<file path="src/rtl/req_grnt_pkg.sv">
// Shared types for the req/grnt initiator: FSM states and completion status codes.
package req_grnt_pkg;

  typedef enum logic [1:0] {
    IDLE    = 2'd0,
    REQ     = 2'd1,
    WAIT    = 2'd2,
    BACKOFF = 2'd3
  } state_e;

  typedef enum logic [1:0] {
    ERR_OK      = 2'b00,
    ERR_TIMEOUT = 2'b01,
    ERR_EARLY   = 2'b10
  } err_code_e;

endpackage

</file>
<file path="src/rtl/req_grnt_sat_cnt.sv">
// Event counter that sticks at all-ones instead of wrapping.
module req_grnt_sat_cnt #(
  parameter int W = 8
) (
  input  logic         clk,
  input  logic         rst,
  input  logic         inc,
  output logic [W-1:0] cnt
);

  logic [W-1:0] cnt_q, cnt_d;

  always_comb begin
    cnt_d = cnt_q;
    if (inc && (cnt_q != {W{1'b1}})) begin
      cnt_d = cnt_q + W'(1);
    end
  end

  always_ff @(posedge clk) begin
    if (rst) begin
      cnt_q <= '0;
    end else begin
      cnt_q <= cnt_d;
    end
  end

  assign cnt = cnt_q;

endmodule

</file>
<file path="src/rtl/req_grnt_initiator.sv">
// Requesting side of the req/grnt handshake: pulses req, waits for a grant edge
// inside a window, retries on timeout and reports status plus event counts.
module req_grnt_initiator
  import req_grnt_pkg::*;
#(
  parameter int MIN_WAIT  = 2,
  parameter int MAX_WAIT  = 4,
  parameter int MAX_RETRY = 2,
  parameter int CNT_W     = 8
) (
  input  logic             clk,
  input  logic             rst,
  input  logic             start,
  output logic             busy,
  output logic             req,
  input  logic             grnt,
  output logic             done,
  output logic [1:0]       err_code,
  output logic [1:0]       retries,
  output logic [CNT_W-1:0] grant_count,
  output logic [CNT_W-1:0] timeout_count,
  output logic [CNT_W-1:0] spurious_count
);

  localparam int WCW = $clog2(MAX_WAIT + 1);
  localparam logic [WCW-1:0] MIN_V = WCW'(MIN_WAIT);
  localparam logic [WCW-1:0] MAX_V = WCW'(MAX_WAIT);
  localparam logic [1:0]     MAX_R = 2'(MAX_RETRY);

  state_e         state_q, state_d;
  logic [WCW-1:0] wait_cnt_q, wait_cnt_d;
  logic [1:0]     retries_q, retries_d;
  err_code_e      err_q, err_d;
  logic           grnt_q, grnt_d;
  logic           busy_q, busy_d;
  logic           req_q, req_d;
  logic           done_q, done_d;
  logic           grnt_rise;
  logic           grant_inc, timeout_inc, spurious_inc;

  assign grnt_rise = grnt & ~grnt_q;

  always_comb begin
    state_d      = state_q;
    wait_cnt_d   = wait_cnt_q;
    retries_d    = retries_q;
    err_d        = err_q;
    grnt_d       = grnt;
    done_d       = 1'b0;
    grant_inc    = 1'b0;
    timeout_inc  = 1'b0;
    spurious_inc = grnt_rise && (state_q != WAIT);

    case (state_q)
      IDLE: begin
        if (start) begin
          state_d   = REQ;
          retries_d = '0;
        end
      end
      REQ: begin
        state_d    = WAIT;
        wait_cnt_d = WCW'(1);
      end
      WAIT: begin
        if (grnt_rise && (wait_cnt_q >= MIN_V) && (wait_cnt_q <= MAX_V)) begin
          state_d   = IDLE;
          done_d    = 1'b1;
          err_d     = ERR_OK;
          grant_inc = 1'b1;
        end else if (grnt_rise) begin
          state_d = IDLE;
          done_d  = 1'b1;
          err_d   = ERR_EARLY;
        end else if (wait_cnt_q == MAX_V) begin
          timeout_inc = 1'b1;
          if (retries_q < MAX_R) begin
            state_d = BACKOFF;
          end else begin
            state_d = IDLE;
            done_d  = 1'b1;
            err_d   = ERR_TIMEOUT;
          end
        end else begin
          wait_cnt_d = wait_cnt_q + WCW'(1);
        end
      end
      BACKOFF: begin
        retries_d = retries_q + 2'd1;
        state_d   = REQ;
      end
      default: state_d = IDLE;
    endcase

    // Outputs are registered, so decode them from the state being entered.
    req_d  = (state_d == REQ);
    busy_d = (state_d != IDLE);
  end

  always_ff @(posedge clk) begin
    if (rst) begin
      state_q    <= IDLE;
      wait_cnt_q <= '0;
      retries_q  <= '0;
      err_q      <= ERR_OK;
      grnt_q     <= 1'b0;
      busy_q     <= 1'b0;
      req_q      <= 1'b0;
      done_q     <= 1'b0;
    end else begin
      state_q    <= state_d;
      wait_cnt_q <= wait_cnt_d;
      retries_q  <= retries_d;
      err_q      <= err_d;
      grnt_q     <= grnt_d;
      busy_q     <= busy_d;
      req_q      <= req_d;
      done_q     <= done_d;
    end
  end

  assign busy     = busy_q;
  assign req      = req_q;
  assign done     = done_q;
  assign err_code = err_q;
  assign retries  = retries_q;

  req_grnt_sat_cnt #(.W(CNT_W)) u_grant_cnt (
    .clk (clk),
    .rst (rst),
    .inc (grant_inc),
    .cnt (grant_count)
  );

  req_grnt_sat_cnt #(.W(CNT_W)) u_timeout_cnt (
    .clk (clk),
    .rst (rst),
    .inc (timeout_inc),
    .cnt (timeout_count)
  );

  req_grnt_sat_cnt #(.W(CNT_W)) u_spurious_cnt (
    .clk (clk),
    .rst (rst),
    .inc (spurious_inc),
    .cnt (spurious_count)
  );

endmodule

</file>
<file path="config.mk">
export PLATFORM = sky130hd
export DESIGN_NAME = req_grnt_initiator
export DESIGN_NICKNAME = d
export VERILOG_FILES = /design/src/rtl/req_grnt_pkg.sv /design/src/rtl/req_grnt_sat_cnt.sv /design/src/rtl/req_grnt_initiator.sv
export SDC_FILE = /design/constraint.sdc
export NUM_CORES = 1
export LEC_CHECK = 0
export BUFFER_PORTS_ARGS = -buffer_cell sky130_fd_sc_hd__buf_2
export CORE_MARGIN = 2
export CORE_UTILIZATION = 55
export DETAILED_ROUTE_END_ITERATION = 8
export GPL_ROUTABILITY_DRIVEN = 0
export PLACE_DENSITY = 0.82
export SYNTH_ARGS = -nofsm -noshare
export SYNTH_HDL_FRONTEND = slang
export SYNTH_HIERARCHICAL = 1
export SYNTH_SLANG_ARGS = --single-unit
</file>
<file path="constraint.sdc">
create_clock -name clk -period 2.5 [get_ports clk]
set_input_delay 0.375 -clock clk [delete_from_list [all_inputs] [get_ports clk]]
set_output_delay 0.375 -clock clk [all_outputs]
set_load 0.03 [all_outputs]
</file>
# ---- Word level (Yosys, flattened, before mapping)
# Cells that the tools add are included.
dict set report op_classes {
  n_addsub 5
  order_cmp 3
  n_eq_ne 14
  n_mux 26
  bitwise_logic 3
  n_reduce_logical 15
}
# op n
set ops {}
lappend ops {{8-bit by 1-bit adder with 8-bit output, second input constant} 3}
lappend ops {{8-bit != test, second input constant} 3}
lappend ops {{2-bit 2-to-1 mux} 10}
lappend ops {{1-bit 2-to-1 mux} 10}
lappend ops {{2-bit != test, second input constant} 5}
lappend ops {{3-bit 2-to-1 mux} 3}
lappend ops {{2-bit case mux with 4 select lines} 1}
lappend ops {{1-bit logical AND} 6}
lappend ops {{3-bit case mux with 2 select lines} 1}
lappend ops {{2-bit nonzero test} 3}
lappend ops {{2-bit by 1-bit equality test with 1-bit output, second input constant} 2}
lappend ops {{2-bit equality test, second input constant} 2}
lappend ops {{2-bit case mux with 2 select lines} 1}
lappend ops {{4-bit AND reduction} 1}
lappend ops {{3-bit by 1-bit adder with 3-bit output, second input constant} 1}
lappend ops {{3-bit equality test, second input constant} 1}
lappend ops {{3-bit by 2-bit >= comparator with 1-bit output, second input constant} 1}
lappend ops {{3-bit less-or-equal comparator, second input constant} 1}
lappend ops {{3-bit != test, second input constant} 1}
lappend ops {{3-bit AND reduction} 1}
lappend ops {{3-bit nonzero test} 1}
lappend ops {{2-bit by 1-bit adder with 2-bit output, second input constant} 1}
lappend ops {{2-bit logical NOT} 1}
lappend ops {{2-bit < comparator, second input constant} 1}
lappend ops {{4 further kinds} 5}
dict set report totals {
  register_bits 37
  inputBits 4
  output_inout_bits 31
  word_cells 77
}

# ---- Logic depth before layout (Yosys ltp)
dict set report depth {
  ltp_word 7
  ltp_mapped 7
  depth_no_buf 6
}

# ---- Modules after synthesis
# Netlist, hierarchy kept.
# module instances cells_each area_per_inst_um2
set modules_own_cells {}
lappend modules_own_cells {req_grnt_sat_cnt 3 46 430.4}
lappend modules_own_cells {req_grnt_initiator 1 71 615.6}

# ---- Worst setup path after synthesis
# OpenSTA, ideal clock, no wires.
dict set report synth_path {
  path_kind {register to register}
  startpoint {register wait_cnt_q[2]}
  endpoint {register u_timeout_cnt.cnt_q[3], in the netlist u_timeout_cnt/cnt[3]}
  setup_time_ns 0.069
  arrival_time_ns 1.786
  t_required_ns 2.431
  path_slack_ns 0.645
  stages_incl_launch_ff 6
  path_buffers 0
  path_cell_list {dfxtp_1 or3b_4 nor3_1 nand4_1 or3_2 o21ai_1}
}
dict set report synth_between {
  elab_chain_cells 6
  elab_cells_between_ends 10
}
# item line_no
set synth_rtl {}
lappend synth_rtl {{start: declaration} req_grnt_initiator.sv:31} ;# logic [WCW-1:0] wait_cnt_q, wait_cnt_d;
lappend synth_rtl {{start signal: assignment} req_grnt_initiator.sv:112} ;# wait_cnt_q <= wait_cnt_d;
lappend synth_rtl {{3-bit by 2-bit >= comparator with 1-bit output or 3-bit equality test (tied branches)} {req_grnt_initiator.sv:66, req_grnt_initiator.sv:75}}
lappend synth_rtl {{1-bit logical AND or 1-bit 2-to-1 mux (tied branches)} {req_grnt_initiator.sv:66, req_grnt_initiator.sv:75}}
lappend synth_rtl {{1-bit logical AND or 1-bit 2-to-1 mux (tied branches)} {req_grnt_initiator.sv:66, req_grnt_initiator.sv:71}}
lappend synth_rtl {{1-bit 2-to-1 mux (*)} req_grnt_initiator.sv:66} ;# if (grnt_rise && (wait_cnt_q >= MIN_V) && (wait_cnt_q <= MAX_V)) begin
lappend synth_rtl {{1-bit 2-to-1 mux (*)} req_grnt_initiator.sv:54} ;# case (state_q)
lappend synth_rtl {{named net timeout_inc} req_grnt_initiator.sv:39} ;# logic grant_inc, timeout_inc, spurious_inc;
lappend synth_rtl {{1-bit logical AND (*)} req_grnt_sat_cnt.sv:15} ;# if (inc && (cnt_q != {W{1'b1}})) begin
lappend synth_rtl {{end signal: assignment} req_grnt_sat_cnt.sv:24} ;# cnt_q <= cnt_d;
lappend synth_rtl {{end: declaration} req_grnt_sat_cnt.sv:11} ;# logic [W-1:0] cnt_q, cnt_d;
# Mark *: on every way through the listed nets, which the timed path passes. The rest lies on a longest branch.
# A chain may end at the register's enable or synchronous reset.

# ---- Final worst setup path
# Ends and elaborated chain as after synthesis.

==> flow_summary_export.csv <==
group,metric,value,unit
status,run_status,"finished, final reports clean",
sta,report.final.setup_viol,0,
floorplanning,io_pins,35,
power,power.density_cell_area,474.4,mW/mm^2
critical_path,critical_path_class,"reg -> reg",
sta,hold_slack,0.2541,ns
sta,slew-limit-headroom,0.5812,
detailed_routing,drt_pass1_iterations,4,
detailed_routing,vias_per_cell,5.803,
detailed_routing,totalWireLength,3758,microns
clock_tree,root_buffer,"clkbuf_4",
hold_path,hold_path.class,"in -> reg",
hold_path,worst_hold_path_stage_count,2,
clock_tree,path_clk_slew,0.12,ns
placed_design,placed_area,0.002085,sq mm
critical_path,critical_path.max_stage_delay,0.44,ns
clock_tree,cts_buffers,5,
sta,setup_ws,0.4326,ns
yosys,synth_top_cell_by_area,"dfxtp_1",
yosys,post_synthesis_cell_count,209,
clock_tree,cts_buffer_depth,2,
cells_and_area,final_common_cell,"dfxtp_1",
floorplanning,chipHeight,62.88,microns
cells_and_area,mostFrequentLayoutCells,"dfxtp_1, buf_2, a21oi_1",
detailed_routing,num_vias,1683,
floorplanning,rows,21,
yosys,synth.mux.area_fraction,0.04528,
power,worst_ir_drop_vdd,0.0003492,V
placed_design,pre_cts_slack,0.4877,ns
yosys,synth-simple-area-share,0.2657,
power,totalPowerFinal,1.013,mW
clock_tree,cts_setup_buffers,0,
global_routing,globalRouteOverflowTotal,0,
floorplanning,design.core.area,0.003337,sq mm
clock_tree,count_of_cells_resized_by_post_cts_repair,0,
cells_and_area,finalNetCount,252,
yosys,syn_nets,218,
placed_design,placedCellCount,282,
cells_and_area,stdcell_area,0.002136,sq mm
power,static-leakage-power,0.8592,nW
critical_path,endpoint_of_the_lowest_slack_register_to_register_path,"u_timeout_cnt/cnt[3]",
cells_and_area,syn2layout_area_growth,12.01,%
cells_and_area,drive_above_1_share,0.2336,
hold_path,min_delay_worst_endpoint,"grnt_q",
clock_tree,cts_tree,"yes",
critical_path,worstPathCellList,"or3b_4, nor3_1, nand4_1, or3_2, o21ai_1",
floorplanning,die_area,0.003954,sq mm
yosys,yosysSeqAreaShare,0.3885,
sta,max_freq,483.7,MHz
sta,setup_total_negative_slack,0,ns
global_routing,globalRouteTotalUtil,0.2046,
yosys,synth_cell_types,37,
floorplanning,die-width,62.88,microns
hold_path,hp-start,"grnt",
sta,period_utilization,0.8270,
yosys,combinational_family_with_the_most_area_after_synthesis,"simple AND/OR/NAND/NOR gates",
critical_path,timing.critical_path.arrival,2.36,ns
yosys,post_synth.cell_area_avg,9.124,sq um
run,max_cap_violations,0,
critical_path,critical_path_required,2.79,ns
detailed_routing,drc,0,
critical_path,maximum_fanout_along_the_worst_path,6,
clock_tree,htree_levels,2,
sta,clock-skew-final,0.007594,ns
cells_and_area,antenna_cells,0,
sta,hold_viol_final,0,
placed_design,port_buffers,34,
clock_tree,worst_skew_pair.late_latency,0.35,ns
yosys,total_standard_cell_area_after_synthesis,0.001907,sq mm
detailed_routing,initialDrtViolationCount,117,
cells_and_area,end_of_flow_core_utilization,0.6400,
critical_path,critical_path.reg2reg.startpoint,"wait_cnt_q[2]",
yosys,post_synthesis_share_of_cell_area_spent_on_xor_and_xnor_gates,0.004593,
placed_design,dp_hpwl,2552,microns
sta,final-max-slew-violation-count,0,
critical_path,worst_setup_path_end_kind,"flop",
critical_path,ff2ff_setup_slack,0.43,ns
global_routing,grt_start_max_net_pins,39,
global_routing,antenna_found_initial,0,
clock_tree,ctsHoldBuffers,0,
yosys,synth_area_leaders,"dfxtp_1, a21oi_1, nand2_1, ha_1, and4_1",
critical_path,worst_r2r_path_depth,5,
critical_path,worst_path_cell_with_the_longest_stage_delay,"nor3_1",
sta,final.min_clock_period,2.067,ns
sta,worst_pin_slew,0.6282,ns
detailed_routing,wire_per_inst,12.96,microns
critical_path,startpoint,"wait_cnt_q[2]",
yosys,synth.ff_latch_count,37,
global_routing,vias_in_the_first_global_route,1465,
yosys,synth_fa_ha_area_frac,0.03281,
sta,grt_setup_unrepaired,"false",
yosys,synth-warning-count,6,
floorplanning,initial_cell_density_of_the_core,0.5714,
cells_and_area,final_cell_count_no_fill,290,
critical_path,cp-start-kind,"flop",
detailed_routing,final_antenna_net_count,0,
yosys,synth-compound-area-share,0.2251,
global_routing,global_route_wire_length_before_repair,6479,microns
clock_tree,tritoncts_num_sinks,37,
yosys,post-synth-top-area-fraction,0.3885,
[where the power goes]
part / switching, mW / internal, mW
Combinational: 0.0557 / 0.0295
Clock: 0.205 / 0.107
Sequential: 0.0141 / 0.602
[worst max-delay path by stage]
stage / end / slack [ns] / cells after the start
6_report: u_timeout_cnt/cnt[3] / 0.43 / 5
5_1_grt: u_timeout_cnt/cnt[3] / 0.26 / 5
4_1_cts: u_timeout_cnt/cnt[3] / 0.46 / 5
3_5_place_dp: u_timeout_cnt/cnt[3] / 0.49 / 5
3_3_place_gp: u_timeout_cnt/cnt[3] / 0.53 / 5
2_1_floorplan: u_timeout_cnt/cnt[3] / 0.64 / 5
[worst max-delay path: cells and delay by family, from the launching register on]
kind	cells	cell delay (ns)
and+or+nand+nor	4	1.51
DFF	1	0.42
AOI/OAI and AO/OA	1	0.07
[logic make-up after synthesis]
| family | Yosys count |
|---|---|
| AND/OR/NAND/NOR | 86 |
| AO/OA/AOI/OAI | 60 |
| flip-flops | 37 |
| buffers and inverters | 13 |
| multiplexers | 7 |
| adder cells (fa/ha/maj) | 5 |
| XOR/XNOR | 1 |
[state kept, by name, summed over array words and instances (netlist names)]
signal and count:
wait_cnt_q 3, u_timeout_cnt/cnt 8, req 1, state_q 2, busy 1, err_code 2
done 1, u_spurious_cnt/cnt 8, retries 2, grnt_q 1, u_grant_cnt/cnt 8
[layer usage]
metal / vias up / wire length [microns] / track usage / part of all wire
li1: 857 / - / - / -
met1: 775 / 1763 / 0.2610 / 0.47
met2: 44 / 1753 / 0.3191 / 0.47
met3: 7 / 169 / 0.05946 / 0.045
met4: 0 / 70 / 0.09167 / 0.019
met5: - / 0 / 0 / 0
[cell usage after synthesis (all sizes together)]
library cell,number
a21oi,21
or3b,1
nand4bb,1
inv,6
a211oi,8
mux2i,3
nand2b,6
ha,5
dfxtp,37
nand3,9
nor2,10
nand4,6
nand2,17
xor2,1
o21ai,4
and2b,3
or4,1
a311oi,3
clkbuf,3
nor3b,3
a31oi,6
and3,3
buf,4
nor3,9
nor2b,4
nor4,3
o21bai,7
or3,3
o2111ai,1
and4,7
o311a,4
a21boi,6
mux2,4
[area by class of cell]
| type | instances | area, sq um |
|---|---|---|
| clock buffer | 6 | 41.29 |
| clock inverter | 2 | 10.01 |
| fill | 312 | 1201 |
| inverter | 6 | 22.52 |
| multi-input combinational | 159 | 1094 |
| sequential | 37 | 740.7 |
| tap | 46 | 57.56 |
| timing repair buffer | 34 | 170.2 |
Note: power is estimated with default switching activity, not from simulation.
